`src/rtl/vec_mul_ctrl.sv`:
```
// vec_mul_ctrl: sequencing controller for the 1xN vector-multiplier datapath.
//
// The controller does four jobs:
//   - Builds the full weight matrix from row-wise beats. The first beat is
//     written to the most-significant row.
//   - Pulses dp_weight_reload for one cycle once the matrix is complete.
//   - Streams input rows into the datapath under valid/ready and tracks the
//     rows in flight through the fixed datapath latency.
//   - Buffers datapath results in a first-word-fall-through FIFO. The
//     datapath cannot stall, so a row is only admitted when a FIFO slot is
//     guaranteed for its result.
//
// Ports:
//   clk, rstn            clock, synchronous active-low reset
//   w_valid/w_ready      weight row beat handshake, w_row = one weight row
//   in_valid/in_ready    input row handshake, in_data = one input row
//   out_valid/out_ready  result row handshake, out_data = FIFO head
//   dp_weight_reload     one-cycle reload strobe to the datapath
//   dp_weights           assembled weight matrix to the datapath
//   dp_data_in           registered input row to the datapath
//   dp_data_out          result row from the datapath
//   busy                 rows in flight or FIFO not empty
module vec_mul_ctrl #(
    parameter int WEIGHT_BW      = 8,
    parameter int DATA_BW        = 8,
    parameter int PARTIAL_SUM_BW = 20,
    parameter int MATRIX_SIZE    = 8,
    parameter int PE_LATENCY     = 1,
    parameter int OUT_DEPTH      = 4
) (
    input  logic                                        clk,
    input  logic                                        rstn,
    input  logic                                        w_valid,
    output logic                                        w_ready,
    input  logic [WEIGHT_BW*MATRIX_SIZE-1:0]            w_row,
    input  logic                                        in_valid,
    output logic                                        in_ready,
    input  logic [DATA_BW*MATRIX_SIZE-1:0]              in_data,
    output logic                                        out_valid,
    input  logic                                        out_ready,
    output logic [PARTIAL_SUM_BW*MATRIX_SIZE-1:0]       out_data,
    output logic                                        dp_weight_reload,
    output logic [WEIGHT_BW*MATRIX_SIZE*MATRIX_SIZE-1:0] dp_weights,
    output logic [DATA_BW*MATRIX_SIZE-1:0]              dp_data_in,
    input  logic [PARTIAL_SUM_BW*MATRIX_SIZE-1:0]       dp_data_out,
    output logic                                        busy
);

    localparam int ROW_W  = WEIGHT_BW * MATRIX_SIZE;
    localparam int IN_W   = DATA_BW * MATRIX_SIZE;
    localparam int OUT_W  = PARTIAL_SUM_BW * MATRIX_SIZE;
    localparam int MAT_W  = ROW_W * MATRIX_SIZE;
    localparam int CNT_W  = (MATRIX_SIZE > 1) ? $clog2(MATRIX_SIZE) : 1;
    localparam int PTR_W  = (OUT_DEPTH > 1) ? $clog2(OUT_DEPTH) : 1;
    localparam int FCNT_W = $clog2(OUT_DEPTH + 1);
    localparam int IFC_W  = $clog2(PE_LATENCY + 1);
    localparam int SUM_W  = ((FCNT_W > IFC_W) ? FCNT_W : IFC_W) + 1;

    typedef enum logic [1:0] {
        ST_LOAD   = 2'd0,
        ST_RELOAD = 2'd1,
        ST_RUN    = 2'd2,
        ST_DRAIN  = 2'd3
    } state_t;

    state_t                  state_r, state_next_s;
    logic [CNT_W-1:0]        row_cnt_r, row_cnt_next_s;
    logic [MAT_W-1:0]        weights_r, weights_next_s;
    logic [IN_W-1:0]         data_in_r, data_in_next_s;
    logic [PE_LATENCY-1:0]   inflight_r, inflight_next_s;
    logic [OUT_W-1:0]        fifo_mem_r [OUT_DEPTH];
    logic [PTR_W-1:0]        wr_ptr_r, rd_ptr_r;
    logic [FCNT_W-1:0]       fifo_cnt_r;

    logic                    w_ready_s, in_ready_s;
    logic                    w_accept_s, in_accept_s;
    logic                    push_s, pop_s, out_valid_s, credit_ok_s;
    logic [IFC_W-1:0]        inflight_cnt_s;
    logic [SUM_W-1:0]        occupancy_s;

    // Number of issued rows still travelling through the datapath.
    function automatic logic [IFC_W-1:0] popcount(input logic [PE_LATENCY-1:0] v);
        logic [IFC_W-1:0] c;
        c = {IFC_W{1'b0}};
        for (int i = 0; i < PE_LATENCY; i++) begin
            c = c + IFC_W'(v[i]);
        end
        return c;
    endfunction

    // FIFO pointer advance with wrap at OUT_DEPTH (depth need not be 2^n).
    function automatic logic [PTR_W-1:0] ptr_inc(input logic [PTR_W-1:0] p);
        logic [PTR_W-1:0] n;
        if (p == PTR_W'(OUT_DEPTH - 1)) begin
            n = {PTR_W{1'b0}};
        end else begin
            n = p + {{(PTR_W-1){1'b0}}, 1'b1};
        end
        return n;
    endfunction

    // Credit: every row in flight or buffered owns one FIFO slot; a pop in
    // the current cycle is deliberately not credited.
    always_comb begin
        inflight_cnt_s = popcount(inflight_r);
        occupancy_s    = {{(SUM_W-IFC_W){1'b0}}, inflight_cnt_s}
                       + {{(SUM_W-FCNT_W){1'b0}}, fifo_cnt_r};
        credit_ok_s    = (occupancy_s < SUM_W'(OUT_DEPTH));
    end

    // Next-state logic and handshake readies for the sequencing FSM.
    always_comb begin
        state_next_s   = state_r;
        row_cnt_next_s = row_cnt_r;
        w_ready_s      = 1'b0;
        in_ready_s     = 1'b0;
        case (state_r)
            ST_LOAD: begin
                w_ready_s = 1'b1;
                if (w_valid) begin
                    if (row_cnt_r == CNT_W'(MATRIX_SIZE - 1)) begin
                        row_cnt_next_s = {CNT_W{1'b0}};
                        state_next_s   = ST_RELOAD;
                    end else begin
                        row_cnt_next_s = row_cnt_r + {{(CNT_W-1){1'b0}}, 1'b1};
                    end
                end else begin
                    state_next_s = ST_LOAD;
                end
            end
            ST_RELOAD: begin
                state_next_s = ST_RUN;
            end
            ST_RUN: begin
                // A new weight load request closes the input stream at once.
                if (w_valid) begin
                    state_next_s = ST_DRAIN;
                end else begin
                    in_ready_s = credit_ok_s;
                end
            end
            ST_DRAIN: begin
                if (inflight_cnt_s == {IFC_W{1'b0}}) begin
                    state_next_s = ST_LOAD;
                end else begin
                    state_next_s = ST_DRAIN;
                end
            end
            default: begin
                state_next_s   = ST_LOAD;
                row_cnt_next_s = {CNT_W{1'b0}};
            end
        endcase
    end

    // Datapath-side next values: weight row write, input row capture and
    // the in-flight valid shift register.
    always_comb begin
        w_accept_s     = w_valid && w_ready_s;
        in_accept_s    = in_valid && in_ready_s;
        weights_next_s = weights_r;
        for (int k = 0; k < MATRIX_SIZE; k++) begin
            if (w_accept_s && (row_cnt_r == CNT_W'(k))) begin
                weights_next_s[(MATRIX_SIZE-k)*ROW_W-1 -: ROW_W] = w_row;
            end else begin
                weights_next_s[(MATRIX_SIZE-k)*ROW_W-1 -: ROW_W] =
                    weights_r[(MATRIX_SIZE-k)*ROW_W-1 -: ROW_W];
            end
        end
        if (in_accept_s) begin
            data_in_next_s = in_data;
        end else begin
            data_in_next_s = data_in_r;
        end
        inflight_next_s    = inflight_r;
        inflight_next_s[0] = in_accept_s;
        for (int i = 1; i < PE_LATENCY; i++) begin
            inflight_next_s[i] = inflight_r[i-1];
        end
    end

    // The oldest in-flight bit marks the cycle its result is on dp_data_out.
    always_comb begin
        out_valid_s = (fifo_cnt_r != {FCNT_W{1'b0}});
        push_s      = inflight_r[PE_LATENCY-1];
        pop_s       = out_valid_s && out_ready;
    end

    // Control and datapath-facing registers.
    always_ff @(posedge clk) begin
        if (!rstn) begin
            state_r    <= ST_LOAD;
            row_cnt_r  <= {CNT_W{1'b0}};
            weights_r  <= {MAT_W{1'b0}};
            data_in_r  <= {IN_W{1'b0}};
            inflight_r <= {PE_LATENCY{1'b0}};
        end else begin
            state_r    <= state_next_s;
            row_cnt_r  <= row_cnt_next_s;
            weights_r  <= weights_next_s;
            data_in_r  <= data_in_next_s;
            inflight_r <= inflight_next_s;
        end
    end

    // Output FIFO storage, pointers and occupancy.
    always_ff @(posedge clk) begin
        if (!rstn) begin
            for (int i = 0; i < OUT_DEPTH; i++) begin
                fifo_mem_r[i] <= {OUT_W{1'b0}};
            end
            wr_ptr_r   <= {PTR_W{1'b0}};
            rd_ptr_r   <= {PTR_W{1'b0}};
            fifo_cnt_r <= {FCNT_W{1'b0}};
        end else begin
            if (push_s) begin
                fifo_mem_r[wr_ptr_r] <= dp_data_out;
                wr_ptr_r             <= ptr_inc(wr_ptr_r);
            end else begin
                wr_ptr_r <= wr_ptr_r;
            end
            if (pop_s) begin
                rd_ptr_r <= ptr_inc(rd_ptr_r);
            end else begin
                rd_ptr_r <= rd_ptr_r;
            end
            case ({push_s, pop_s})
                2'b10:   fifo_cnt_r <= fifo_cnt_r + {{(FCNT_W-1){1'b0}}, 1'b1};
                2'b01:   fifo_cnt_r <= fifo_cnt_r - {{(FCNT_W-1){1'b0}}, 1'b1};
                default: fifo_cnt_r <= fifo_cnt_r;
            endcase
        end
    end

    assign w_ready          = w_ready_s;
    assign in_ready         = in_ready_s;
    assign out_valid        = out_valid_s;
    assign out_data         = fifo_mem_r[rd_ptr_r];
    assign dp_weight_reload = (state_r == ST_RELOAD);
    assign dp_weights       = weights_r;
    assign dp_data_in       = data_in_r;
    assign busy             = (inflight_cnt_s != {IFC_W{1'b0}}) || out_valid_s;

endmodule

```
`config.mk`:
```
export PLATFORM = sky130hd
export DESIGN_NAME = vec_mul_ctrl
export DESIGN_NICKNAME = d
export VERILOG_FILES = /design/src/rtl/vec_mul_ctrl.sv
export SDC_FILE = /design/constraint.sdc
export NUM_CORES = 2
export LEC_CHECK = 0
export ABC_AREA = 1
export CAP_MARGIN = 20
export CORE_MARGIN = 10
export CORE_UTILIZATION = 25
export CTS_BUF_LIST = sky130_fd_sc_hd__clkbuf_4 sky130_fd_sc_hd__clkbuf_8
export CTS_CLUSTER_SIZE = 14
export DETAILED_ROUTE_END_ITERATION = 7
export SLEW_MARGIN = 15
export SYNTH_ARGS = -nofsm -noshare
export SYNTH_HDL_FRONTEND = slang
export SYNTH_SLANG_ARGS = --single-unit
export TNS_END_PERCENT = 5
```
`constraint.sdc`:
```
create_clock -name clk -period 9.75 [get_ports clk]
set_input_delay 1.95 -clock clk [delete_from_list [all_inputs] [get_ports clk]]
set_output_delay 1.95 -clock clk [all_outputs]
set_load 0.1 [all_outputs]
```
==> impl_results.md <==
- Buf/Inv on CP: 3
- First-pass GRT wire length: 277 mm
- FF-to-FF setup slack: 5710 ps
- Top cells by area, synth: edfxtp_1, dfxtp_1, nor2_1, o21ai_0, inv_1
- WL final: 194 mm
- Pwr dens: 240 nW/um2
- Die W: 462 um
- Number of H-tree levels: 4
- Yosys reg bits: 1231
- VDD IR max: 0.174 mV
- Period utilisation layout: 69.9%
- Power consumption: ~0.016 W
- Worst Path Arrival: 4870 ps
- Clock buffer depth: 3
- Leakage power: 25.1 nW
- Final number of setup-violating endpoints: 0
- RSZ-0062 raised after global routing: false
- Mean post-synth cell area: 9.19 um2
- NetSw: 0.00644 W
- Row Count: roughly 160
- Net count after synthesis: 5607
- Crit path kind: reg2out
- Post-CTS Setup Repair Bufs: 0
- Slowest library cell on the worst path: clkdlybuf4s50_1
- CP required: 7800 ps
- Final Hold Fails: 0
- Clk sinks: 1231
- Relative slew slack: 20.4%
- Layout area overhead: 34.6%
- Hold Path Class: reg2reg
- Pre-CTS setup slack: roughly 3600 ps
- Crit path time final: 6820 ps
- Worst skew pair latency: 960 ps
- Cts hold-fix bufs: 0
- Final worst slack: 2930 ps
- Cells after Synth: 5304
- Overall routing resource usage: 17.3%
- P_int: 0.00932 W
- DRT Pass-1 Iters: 5
- Vias in the first global route: 39872
- CP Capture Type: primary output
- DR vias/cell: 4.63
- Max_cap viols: 0
- Synth top area share: between 30 and 40%
- Num CTS Buffers: roughly 210
- Crit path cell chain: buf_4 -> buf_4 -> o21ai_0 -> o22ai_1 -> clkdlybuf4s50_1
- Cell repeated most along the worst path: buf_4
- Fin util: 33.7%
- Delay of the slowest cell on the worst path: 1220 ps
- Slew Viols, Final: 0
- Fill count: 19790
- Final ANT Viol Nets: 0
- Die Area: 213000 um2
- Per-cell routed wire length: 21.8 um
- Initial antenna violation count: 19
- Fraction of layout cells with a size suffix above 1: a little under 7%
- Setup TNS: 0 ps
- Crit-path leading delay family: buffers and inverters
- Gpl congestion: 0.826
- Synth area leader: edfxtp_1
- Die Ht: 462 um
- DRT iter0 DRCs: between 3000 and 4000
- Switching share of total power: 40.9%
- Ys Warns: 0
- Final Skew: 55.0 ps
- Share of power burned in registers: 36.7%
- IO Pins: roughly 1000
- Final std cells w/o fill: 8936
- Combinational share of power: around 33%
- Routed via count: just over 40000
- Clock share of power: 30.6%
- Register area share after synthesis: 63.7%
- Status: completed
- PostCTS Resize Cnt: 0
- Root Driver: clkbuf_8
- CORE AREA: slightly below 200000 um2
- Maximum fanout along the worst path: 76
- # nets final: 6517
- PortBufs: 1033
- CTS tree: done
- Worst-Margin Slew: roughly 1200 ps
- Fmax: 147 MHz
- Initial Util: between 20% and 30%
- HPWL reported at the end of detailed placement: 126 mm
- # DRC: 0
- Mapped Area: 48800 um2
- Distinct cells, synth: 24
- Largest net degree at the start of global routing: a little under 200
- Grt ovf: 0
- Clock-pin slew on the worst setup and hold paths: approximately 60 ps
- Placed cells: between 8000 and 9000
- Worst Setup Start Kind: flip-flop
[logic make-up (layout without fill, tap and decap cells)]
logic type | Yosys count | count (layout) | synth area share, %
flops | 1231 | 1231 | 63.7
buf+inv | 954 | 2029 | 7.83
compound gates | 1203 | 1203 | 12.8
simple gates | 1906 | 1906 | 15.5
other cells | 0 | 15 | 0
fa+ha+maj | 10 | 10 | 0.272
[path summary, 6_finish.rpt]
check | from | cells past startpoint | end
worst max-delay path | flip-flop | 5 | out_data[62]
worst min-delay path | dp_weights[82]$_SDFFE_PN0P_ | 2 | dp_weights[82]$_SDFFE_PN0P_
worst max register to register | inflight_r$_SDFF_PN0_ | 5 | fifo_mem_r[1][103]$_SDFFCE_PN0P_
worst min register to register | dp_weights[82]$_SDFFE_PN0P_ | 2 | dp_weights[82]$_SDFFE_PN0P_
[placed cells by master, fill, tap and decap left out, drive strengths merged]
master / synthesis / routed
nand4: 69 / 69
nand2: 276 / 276
nand3: 135 / 135
clkdlybuf4s50: 0 / 1023
inv: 567 / 575
o21ai: 715 / 715
or2: 1 / 1
diode: 0 / 15
ha: 9 / 9
nor2: 1425 / 1425
o22ai: 160 / 160
edfxtp: 640 / 640
buf: 136 / 63
clkbuf: 251 / 321
fa: 1 / 1
a21oi: 328 / 328
clkinv: 0 / 41
dfxtp: 591 / 591
bufinv: 0 / 1
clkinvlp: 0 / 5
[cell type report]
type                            instances  area, um2  share of cell area [%]
Tap cell                             2542       3180                    4.85
Clock inverter                         55        360                   0.549
Clock buffer                          321       3970                    6.05
Timing Repair Buffer                 1086      10900                    16.5
Sequential cell                      1231      31100                    47.3
Inverter                              567       2140                    3.27
Multi-Input combinational cell       3119      14000                    21.3
Antenna cell                           15       37.5                  0.0572
[power by group through the flow]
stage               combinational (W)  sequential [W]  clock, W
global placement              0.00516         0.00588         0
CTS                           0.00519         0.00578   0.00494
finish                        0.00516         0.00578   0.00482
floorplan                     0.00287         0.00671         0
global route                  0.00535         0.00580   0.00517
detailed placement            0.00518         0.00588         0
[flip-flops by register name, indices dropped and copies added, names as in the netlist, 2 cells and up, named ones only]
signal and cells:
dp_data_in 64, dp_weights 512, fifo_cnt_r 3, fifo_mem_r 640, rd_ptr_r 2, row_cnt_r 3
state_r 2, wr_ptr_r 2
[Yosys cell counts]
| master | n |
|---|---|
| nor2_1 | 1419 |
| o21ai_0 | 715 |
| edfxtp_1 | 640 |
| dfxtp_1 | 591 |
| inv_1 | 563 |
| a21oi_1 | 328 |
| nand2_1 | 272 |
| clkbuf_1 | 251 |
| o22ai_1 | 160 |
| nand3_1 | 135 |
| buf_2 | 111 |
| nand4_1 | 69 |
| buf_6 | 11 |
| buf_1 | 10 |
| ha_1 | 9 |
| nor2_2 | 5 |
| buf_4 | 4 |
| inv_2 | 3 |
| nand2_2 | 3 |
| fa_1 | 1 |
| inv_4 | 1 |
| nand2_4 | 1 |
| nor2_4 | 1 |
| or2_2 | 1 |
[metal layers]
metal / vias to the layer above / part of all wire (%) / global-route usage [%]
li1: 19293 / - / -
met1: 19972 / 37 / 19.9
met2: 1784 / 48 / 28.5
met3: 266 / 12 / 7.27
met4: 14 / 3.3 / 6.57
met5: - / 0.036 / 0
[worst reg2reg max path: cells and delay by family (launching register included)]
kind	cells	cell delay, ps
buffers and inverters	1	580
flip-flops	1	570
AND/OR/NAND/NOR	4	2200
[per-stage QoR]
step / hold WS, ps / instance area, um2
after floorplan: 482 / 48800
after detailed placement: 435 / 61200
after CTS: 445 / 65600
final: 445 / 65600
after global placement: 432 / 61100
after global routing: 460 / 65600
Power figures use the tool's default switching activity.
